==> config.mk <==
export PLATFORM = sky130hd
export DESIGN_NAME = corr_result_streamer
export DESIGN_NICKNAME = d
export VERILOG_FILES = /design/src/rtl/corr_stream_pkg.sv /design/src/rtl/corr_frame_fifo.sv /design/src/rtl/corr_result_streamer.sv
export SDC_FILE = /design/constraint.sdc
export NUM_CORES = 2
export LEC_CHECK = 0
export ABC_AREA = 1
export CAP_MARGIN = 20
export CORE_MARGIN = 2
export CORE_UTILIZATION = 65
export CTS_BUF_LIST = sky130_fd_sc_hd__clkbuf_8
export CTS_CLUSTER_DIAMETER = 100
export DETAILED_ROUTE_END_ITERATION = 6
export PLACE_DENSITY = 0.84
export REMOVE_ABC_BUFFERS = 1
export SLEW_MARGIN = 0
export SYNTH_ARGS = -nofsm -noshare
export SYNTH_HDL_FRONTEND = slang
export SYNTH_SLANG_ARGS = --single-unit
==> constraint.sdc <==
create_clock -name clk -period 26.2 [get_ports clk]
set_input_delay 3.93 -clock clk [delete_from_list [all_inputs] [get_ports clk]]
set_output_delay 3.93 -clock clk [all_outputs]
set_load 0.02 [all_outputs]
==> src/rtl/corr_stream_pkg.sv <==
// corr_stream_pkg: shared FSM encoding, word order and header tag for the correlator result streamer
package corr_stream_pkg;
   typedef enum logic [2:0] {ST_IDLE, ST_HDR, ST_AA, ST_BB, ST_RE, ST_IM} state_t;
   localparam int W_AA = 0;
   localparam int W_BB = 1;
   localparam int W_RE = 2;
   localparam int W_IM = 3;
   localparam int N_WORDS = 4;
   localparam logic [7:0] HDR_TAG = 8'hC0;
   function automatic int frame_w(input int din_width);
      return N_WORDS * din_width;
   endfunction
endpackage

==> src/rtl/corr_frame_fifo.sv <==
// corr_frame_fifo: synchronous frame FIFO with registered read data, count, full and empty
module corr_frame_fifo #(
   parameter int WIDTH = 128,
   parameter int DEPTH = 8
) (
   input  logic                       clk,
   input  logic                       rst,
   input  logic                       push,
   input  logic [WIDTH-1:0]           wr_data,
   input  logic                       pop,
   output logic [WIDTH-1:0]           rd_data,
   output logic [$clog2(DEPTH):0]     count,
   output logic                       full,
   output logic                       empty
);
   localparam int AW = $clog2(DEPTH);
   logic [WIDTH-1:0] mem [DEPTH];
   logic [AW-1:0] wr_ptr, rd_ptr;
   logic do_push, do_pop;
   assign full = count == (AW+1)'(DEPTH);
   assign empty = count == '0;
   assign do_push = push && !full;
   assign do_pop = pop && !empty;
   always_ff @(posedge clk) if (do_push) mem[wr_ptr] <= wr_data;
   always_ff @(posedge clk) begin
      if (rst) begin
         wr_ptr <= '0;
         rd_ptr <= '0;
         count <= '0;
         rd_data <= '0;
      end else begin
         if (do_push) wr_ptr <= wr_ptr + 1'b1;
         if (do_pop) begin
            rd_data <= mem[rd_ptr];
            rd_ptr <= rd_ptr + 1'b1;
         end
         count <= count + (AW+1)'(do_push) - (AW+1)'(do_pop);
      end
   end
endmodule

==> src/rtl/corr_result_streamer.sv <==
// corr_result_streamer: buffers correlator result frames and streams each as an AXI-Stream packet; CORR_STREAM_SEQ_HEADER_EN prefixes a sequence header word
module corr_result_streamer
   import corr_stream_pkg::*;
#(
   parameter int DIN_WIDTH  = 32,
   parameter int DOUT_WIDTH = 32,
   parameter int FIFO_DEPTH = 8,
   parameter int CNT_WIDTH  = 16
) (
   input  logic                  clk,
   input  logic                  rst,
   input  logic [DIN_WIDTH-1:0]  aa,
   input  logic [DIN_WIDTH-1:0]  bb,
   input  logic [DIN_WIDTH-1:0]  ab_re,
   input  logic [DIN_WIDTH-1:0]  ab_im,
   input  logic                  din_valid,
   output logic [DOUT_WIDTH-1:0] m_axis_tdata,
   output logic                  m_axis_tvalid,
   input  logic                  m_axis_tready,
   output logic                  m_axis_tlast,
   output logic                  overflow,
   output logic [CNT_WIDTH-1:0]  drop_count
);
   localparam int FRAME_W = frame_w(DIN_WIDTH);
   localparam int CW = $clog2(FIFO_DEPTH) + 1;
   state_t state, state_nx;
   logic [FRAME_W-1:0] rd_data, frm;
   logic [CW-1:0] fifo_count;
   logic [CW:0] occ;
   logic fifo_full, fifo_empty, pre_valid, accept, pop, load, hs, last_hs;
   logic [DOUT_WIDTH-1:0] w_aa, w_bb, w_re, w_im, w_hdr;

   corr_frame_fifo #(.WIDTH(FRAME_W), .DEPTH(FIFO_DEPTH)) u_fifo (
      .clk(clk),
      .rst(rst),
      .push(accept),
      .wr_data({ab_im, ab_re, bb, aa}),
      .pop(pop),
      .rd_data(rd_data),
      .count(fifo_count),
      .full(fifo_full),
      .empty(fifo_empty)
   );

   // A frame counts against FIFO_DEPTH from acceptance until its last word is taken
   assign occ = (CW+1)'(fifo_count) + (CW+1)'(pre_valid) + (CW+1)'(state != ST_IDLE);
   assign accept = din_valid && !fifo_full && occ < (CW+1)'(FIFO_DEPTH);
   assign hs = m_axis_tvalid && m_axis_tready;
   assign last_hs = hs && state == ST_IM;
   assign load = pre_valid && (state == ST_IDLE || last_hs);
   assign pop = !fifo_empty && (!pre_valid || load);

`ifdef CORR_STREAM_SEQ_HEADER_EN
   localparam state_t FIRST = ST_HDR;
   logic [CNT_WIDTH-1:0] seq;
   assign w_hdr = {HDR_TAG, {(DOUT_WIDTH-8-CNT_WIDTH){1'b0}}, seq};
   always_ff @(posedge clk) seq <= rst ? '0 : seq + CNT_WIDTH'(last_hs);
`else
   localparam state_t FIRST = ST_AA;
   assign w_hdr = '0;
`endif

   assign w_aa = DOUT_WIDTH'(frm[W_AA*DIN_WIDTH +: DIN_WIDTH]);
   assign w_bb = DOUT_WIDTH'(frm[W_BB*DIN_WIDTH +: DIN_WIDTH]);
   assign w_re = DOUT_WIDTH'($signed(frm[W_RE*DIN_WIDTH +: DIN_WIDTH]));
   assign w_im = DOUT_WIDTH'($signed(frm[W_IM*DIN_WIDTH +: DIN_WIDTH]));
   assign m_axis_tvalid = state != ST_IDLE;
   assign m_axis_tlast = state == ST_IM;
   assign m_axis_tdata = state == ST_HDR ? w_hdr : state == ST_AA ? w_aa : state == ST_BB ? w_bb :
                         state == ST_RE ? w_re : state == ST_IM ? w_im : '0;

   always_comb state_nx = load ? FIRST : last_hs ? ST_IDLE : hs ? state_t'(state + 3'd1) : state;

   always_ff @(posedge clk) begin
      if (rst) begin
         state <= ST_IDLE;
         frm <= '0;
         pre_valid <= 1'b0;
         overflow <= 1'b0;
         drop_count <= '0;
      end else begin
         state <= state_nx;
         pre_valid <= pop || (pre_valid && !load);
         if (load) frm <= rd_data;
         if (din_valid && !accept) begin
            overflow <= 1'b1;
            drop_count <= drop_count + CNT_WIDTH'(!(&drop_count));
         end
      end
   end
endmodule

# --- Word level (Yosys, flattened, before mapping) ---
# Memories as Yosys holds them, arrays and structs flattened. A register that Yosys moved wholly into a read port is not among the register bits.
# Index checks and enable logic that the tools add are counted.
# W data, S select, Z words.
word_totals:
  output_inout_bits: 51
  romBits: 0
  regBits: 159
  ram_bits: 1024
  latchBits: 0
  n_memories: 1
  inputBits: 132
memory_table:
  columns: ["memory", "depth", "word_bits", "read_ports", "rd_clocked_by_memory_dff", "write_ports", "line_no", "source"]
  rows:
  - ["u_fifo.mem", 8, 128, 1, 1, 1, "corr_frame_fifo.sv:17", "logic [WIDTH-1:0] mem [DEPTH];"]
classes:
  multipliers: 0
  n_lt_le_gt_ge: 1
  n_reduce_logical: 25
  addsub: 8
  n_bitwise: 0
  eq_ne: 6
  div_mod_pow: 0
  shift: 0
  muxes: 10
ops:
  columns: ["op", "n"]
  rows:
  - ["$mux W32", 5]
  - ["$add A16 B1 Y16", 1]
  - ["$reduce_and A16 Y1", 1]
  - ["$logic_and A1 B1 Y1", 10]
  - ["$add A3 B1 Y3 const B", 3]
  - ["$eq A3 B2 Y1 const B", 2]
  - ["$eq A3 B3 Y1 const B", 2]
  - ["$logic_not A1 Y1", 6]
  - ["$mux W2", 3]
  - ["$reduce_bool A3 Y1", 2]
  - ["$add A4 B1 Y5", 1]
  - ["$add A5 B1 Y5", 1]
  - ["$lt A5 B4 Y1 const B", 1]
  - ["$add A4 B1 Y4", 1]
  - ["$eq A4 B4 Y1 const B", 1]
  - ["$logic_not A4 Y1", 1]
  - ["$sub A4 B1 Y4", 1]
  - ["$eq A3 B1 Y1 const B", 1]
  - ["$logic_not A3 Y1", 1]
  - ["$logic_or A1 B1 Y1", 3]
  - ["$reduce_or A3 Y1", 1]
  - ["$mux W1", 2]

# --- Depth between registers and ports, before layout ---
logic_depth:
  depth_word: 9
  depth_mapped: 18
  mapped_depth_nobuf: 17

# --- Hierarchy ---
# From an unflattened synthesis, not the netlist that was laid out.
hier_totals:
  hier_cells: 5693
  area_unflattened_um2: 55202.9
modules_own_cells:
  columns: ["mod", "n_inst", "cells_per_inst", "area_per_inst_um2", "seq_area_each_um2"]
  rows:
  - ["corr_frame_fifo", 1, 4678, 48378.9, 33512.1]
  - ["corr_result_streamer", 1, 1015, 6824.0, 2982.9]

# --- Worst setup path after synthesis ---
# OpenSTA, ideal clock, no wires.
synth_path:
  path_type: "input port to flip-flop"
  start: "input port din_valid"
  end: "memory u_fifo.mem[5][0] (enable)"
  arrival_ns: 13.145
  stages: 5
  setup_time_ns: 0.773
  setup_slack_ns: 12.282
  n_path_buf: 1
  required_time_ns: 25.427
  cell_sequence: "nand2_1 > nor2_1 > nand3_1 > clkbuf_1 > nor3_1"
synth_between:
  elab_chain_cells: 5
synth_rtl:
  columns: ["item", "line_no", "source"]
  rows:
  - ["start: declaration", "corr_result_streamer.sv:16", "input logic din_valid,"]
  - ["$logic_and A1 B1 Y1 (2 in series)", "corr_result_streamer.sv:47", "assign accept = din_valid && !fifo_full && occ < (CW+1)'(FIFO_DEPTH);"]
  - ["$logic_and A1 B1 Y1", "corr_frame_fifo.sv:22", "assign do_push = push && !full;"]
  - ["$mux W1", "corr_frame_fifo.sv:24", "always_ff @(posedge clk) if (do_push) mem[wr_ptr] <= wr_data;"]
  - ["$mux W1 (not written as such)", "corr_frame_fifo.sv:24", null]
  - ["end: declaration", "corr_frame_fifo.sv:17", null]
# Every way passes these cells.

# --- Worst setup path in the final report ---
layout_path:
  start: "register state[1]"
  end: "output port m_axis_tdata[16]"
layout_between:
  elab_chain_cells: 6
  elab_cells_between_ends: 10
  cone_classes: "eq/ne: 5; mux: 5"
layout_rtl:
  columns: ["item", "line_no", "source"]
  rows:
  - ["start: declaration", "corr_result_streamer.sv:26", "state_t state, state_nx;"]
  - ["start signal: assignment", "corr_result_streamer.sv:82", "state <= state_nx;"]
  - ["$eq A3 B3 Y1", "corr_result_streamer.sv:70", "state == ST_RE ? w_re : state == ST_IM ? w_im : '0;"]
  - ["$mux W32 (2 in series)", "corr_result_streamer.sv:70", null]
  - ["$mux W32 (2 in series)", "corr_result_streamer.sv:69", "assign m_axis_tdata = state == ST_HDR ? w_hdr : state == ST_AA ? w_aa : state == ST_BB ? w_bb :"]
  - ["$mux W32 *", "corr_result_streamer.sv:69", null]
  - ["end: declaration", "corr_result_streamer.sv:17", "output logic [DOUT_WIDTH-1:0] m_axis_tdata,"]
# Mark *: on every way between the ends. The rest lies on a longest branch, timed or not.

==> results.sh <==
export IMPL_status="complete, but fails checks"
export IMPL_violations="design-rule violations"
export IMPL_finalCritPeriodShare_pct=30.2
export IMPL_hold_viol=0
export IMPL_finClkSkew_ns=0.0463
export IMPL_rsz0062_at_grt="false"
export IMPL_grt_max_degree=229
export IMPL_ctsHtreeMaxLevel=4
export IMPL_clockBufferDepth=3
export IMPL_num_nets_final=4823
export IMPL_clk_latency_ns=0.86
export IMPL_arrival_ns=3.99
export IMPL_antenna_found_initial=20
export IMPL_clock_sinks=1311
export IMPL_multi_input_area_mm2=0.0128
export IMPL_yosys_area_top_type_share_pct=59.4
export IMPL_fin_util_pct=73.3
export IMPL_drc=7
export IMPL_cts_setup_buffers=0
export IMPL_synthArstFlopShare_pct=0
export IMPL_antenna_left=0
export IMPL_pwr_density_cell_mw_per_mm2=105
export IMPL_finalSetupTns_ns=0
export IMPL_gp_congestion=0.830
export IMPL_crit_fanout=18
export IMPL_ys_warn_count=0
export IMPL_max_slew_margin_pct=2.83
export IMPL_ys_flop_type="edfxtp_1"
export IMPL_synth_simple_area_share_pct=9.64
export IMPL_drv_cap=0
export IMPL_final_fill_count=4939
export IMPL_ios=183
export IMPL_ys_types=28
export IMPL_synth_compound_area_share_pct=14.4
export IMPL_grt_pass1_vias=34100
export IMPL_dp_hpwl_um=65700
export IMPL_core_mm2=0.0789
export IMPL_gr_total_overflow=0
export IMPL_critical_path_endpoint_type="output port"
export IMPL_synth_edf_count=1024
export IMPL_slew_viol_final=0
export IMPL_min_period_ns=7.92
export IMPL_syn_area_mm2=0.0518
export IMPL_area_delta_synth_final_pct=11.8
export IMPL_hp_class="reg2reg"
export IMPL_via_count=35700
export IMPL_stdcell_count=5912
export IMPL_fmax_mhz=126
export IMPL_critical_path_class="reg2out"
export IMPL_grt_use_total_pct=30.3
export IMPL_ys_seq_area_share_pct=70.5
export IMPL_worst_pin_slew_ns=1.46
export IMPL_hold_buffers=0
export IMPL_synthAdderAreaFrac_pct=0.474
export IMPL_critPathRequiredTime_ns=22.27
export IMPL_critical_path_startpoint_type="flop"
export IMPL_wire_per_inst_um=21.2
export IMPL_clkTransAtPathRegs_ns=0.06
export IMPL_num_rows=103
export IMPL_cts_buffers=196
export IMPL_ff_latch_area_mm2=0.0365
export IMPL_final_common_cell="edfxtp_1"
export IMPL_postCtsResizedCells=0
export IMPL_die_h_um=286
export IMPL_die_area_mm2=0.0819
export IMPL_synth_seq_cells=1311
export IMPL_whs_ns=0.418
export IMPL_tritoncts="done"
export IMPL_avgSynthCellArea_um2=11.3
export IMPL_synthCells=4562
export IMPL_start_util_pct=65.6
export IMPL_drtIter0Drc=4420
export IMPL_dp_cells=5523
export IMPL_setup_viol=0
export IMPL_p_leak_nw=20.8
export IMPL_fp_dieW_um=286
export IMPL_dr_pass1_iters=7
export IMPL_final_cell_mix="edfxtp_1, nand2_1, nor2_1"
export IMPL_synth_top_family_by_area="compound AO/OA/AOI/OAI gates"
export IMPL_fin_ws_ns=18.28
export IMPL_root_buffer="clkbuf_8"
export IMPL_synthXorXnorAreaFrac_pct=0.0508
export IMPL_port_buffers=182
export IMPL_peakVddDrop_v=0.000115
export IMPL_drive_gt1_share_pct=6.73
export IMPL_vias_per_cell=6.04
export IMPL_wl_um=126000
export IMPL_grt_pass1_wl_um=191000
export IMPL_yosysTopAreaCell="edfxtp_1"
export IMPL_synth_area_mux_share_pct=0
export IMPL_synth_area_leaders="edfxtp_1, dfxtp_1, o21ai_0, o211ai_1, nand2_1"
export IMPL_place_worst_setup_slack_ns=18.55
[worst max-delay path, cell delays in order, from the launching register on]
cell and delay (ns):
dfxtp_1 0.34, inv_1 0.08, ha_1 0.21, nand2_2 0.35, inv_4 0.40, nand2_1 0.08, nand2_1 0.06, o21ai_0 0.10
o21ai_0 0.23, nand2_1 0.15, nor2_1 0.43, clkdlybuf4s50_1 0.69
[area by class of cell]
class / instances / share of cell area, %
clock inverters: 156 / 1.44
clock buffers: 216 / 5.14
inverters: 312 / 2.09
multi-input cells: 2626 / 22.1
flip-flops and latches: 1311 / 63.1
repair buffers: 225 / 3.79
diodes: 16 / 0.0692
well taps: 1050 / 2.27
[path summary, 6_finish.rpt]
check / from / to / slack, ns / cells after the start
hold / removal: u_fifo.rd_data[36] / frm[36] / 0.42 / 2
setup reg to reg: state[0] / u_fifo.mem[0][120] / 21.90 / 14
setup / recovery: state[1] / m_axis_tdata[16] / 18.28 / 11
hold reg to reg: u_fifo.rd_data[36] / frm[36] / 0.42 / 2
[state kept, by name (all words and copies together), names as in the netlist]
name and cells:
drop_count 16, frm 128, overflow 1, pre_valid 1, state 3, u_fifo.count 4
u_fifo.mem 1024, u_fifo.rd_data 128, u_fifo.rd_ptr 3, u_fifo.wr_ptr 3
[layer usage]
| metal | up-vias | global-route usage, % | part of all wire, % |
|---|---|---|---|
| met5 | - | 0 | 0.059 |
| met4 | 12 | 13.9 | 3.7 |
| met3 | 316 | 6.52 | 11 |
| met2 | 1991 | 49.2 | 48 |
| met1 | 17100 | 39.7 | 37 |
| li1 | 16300 | - | - |
[logic make-up after synthesis]
group / after synthesis
AO/OA/AOI/OAI: 1294
XOR/XNOR: 3
flip-flops: 1311
AND/OR/NAND/NOR: 1310
adder cells (fa/ha/maj): 19
buffers and inverters: 625
[where the power goes]
group,total (mW),internal [mW],switching [mW]
Sequential,2.67,2.53,0.139
Combinational,1.81,0.510,1.30
Clock,1.59,0.811,0.775
[synth_stat cells, types with 12 or more instances]
master	instances
edfxtp_1	1024
nand2_1	635
nor2_1	627
o21ai_0	584
o211ai_1	384
a21oi_1	313
inv_1	304
dfxtp_1	287
clkbuf_1	195
buf_2	88
nand3_1	30
ha_1	18
buf_1	12
[through the flow]
step           cell area [µm²]  power, mW
2_1_floorplan            50400       3.99
4_1_cts                  57800       6.04
3_5_place_dp             54000       4.46
5_1_grt                  57800       6.35
6_report                 57900       6.06
3_3_place_gp             54000       4.39
No activity file was read; power rests on OpenSTA's default activity.
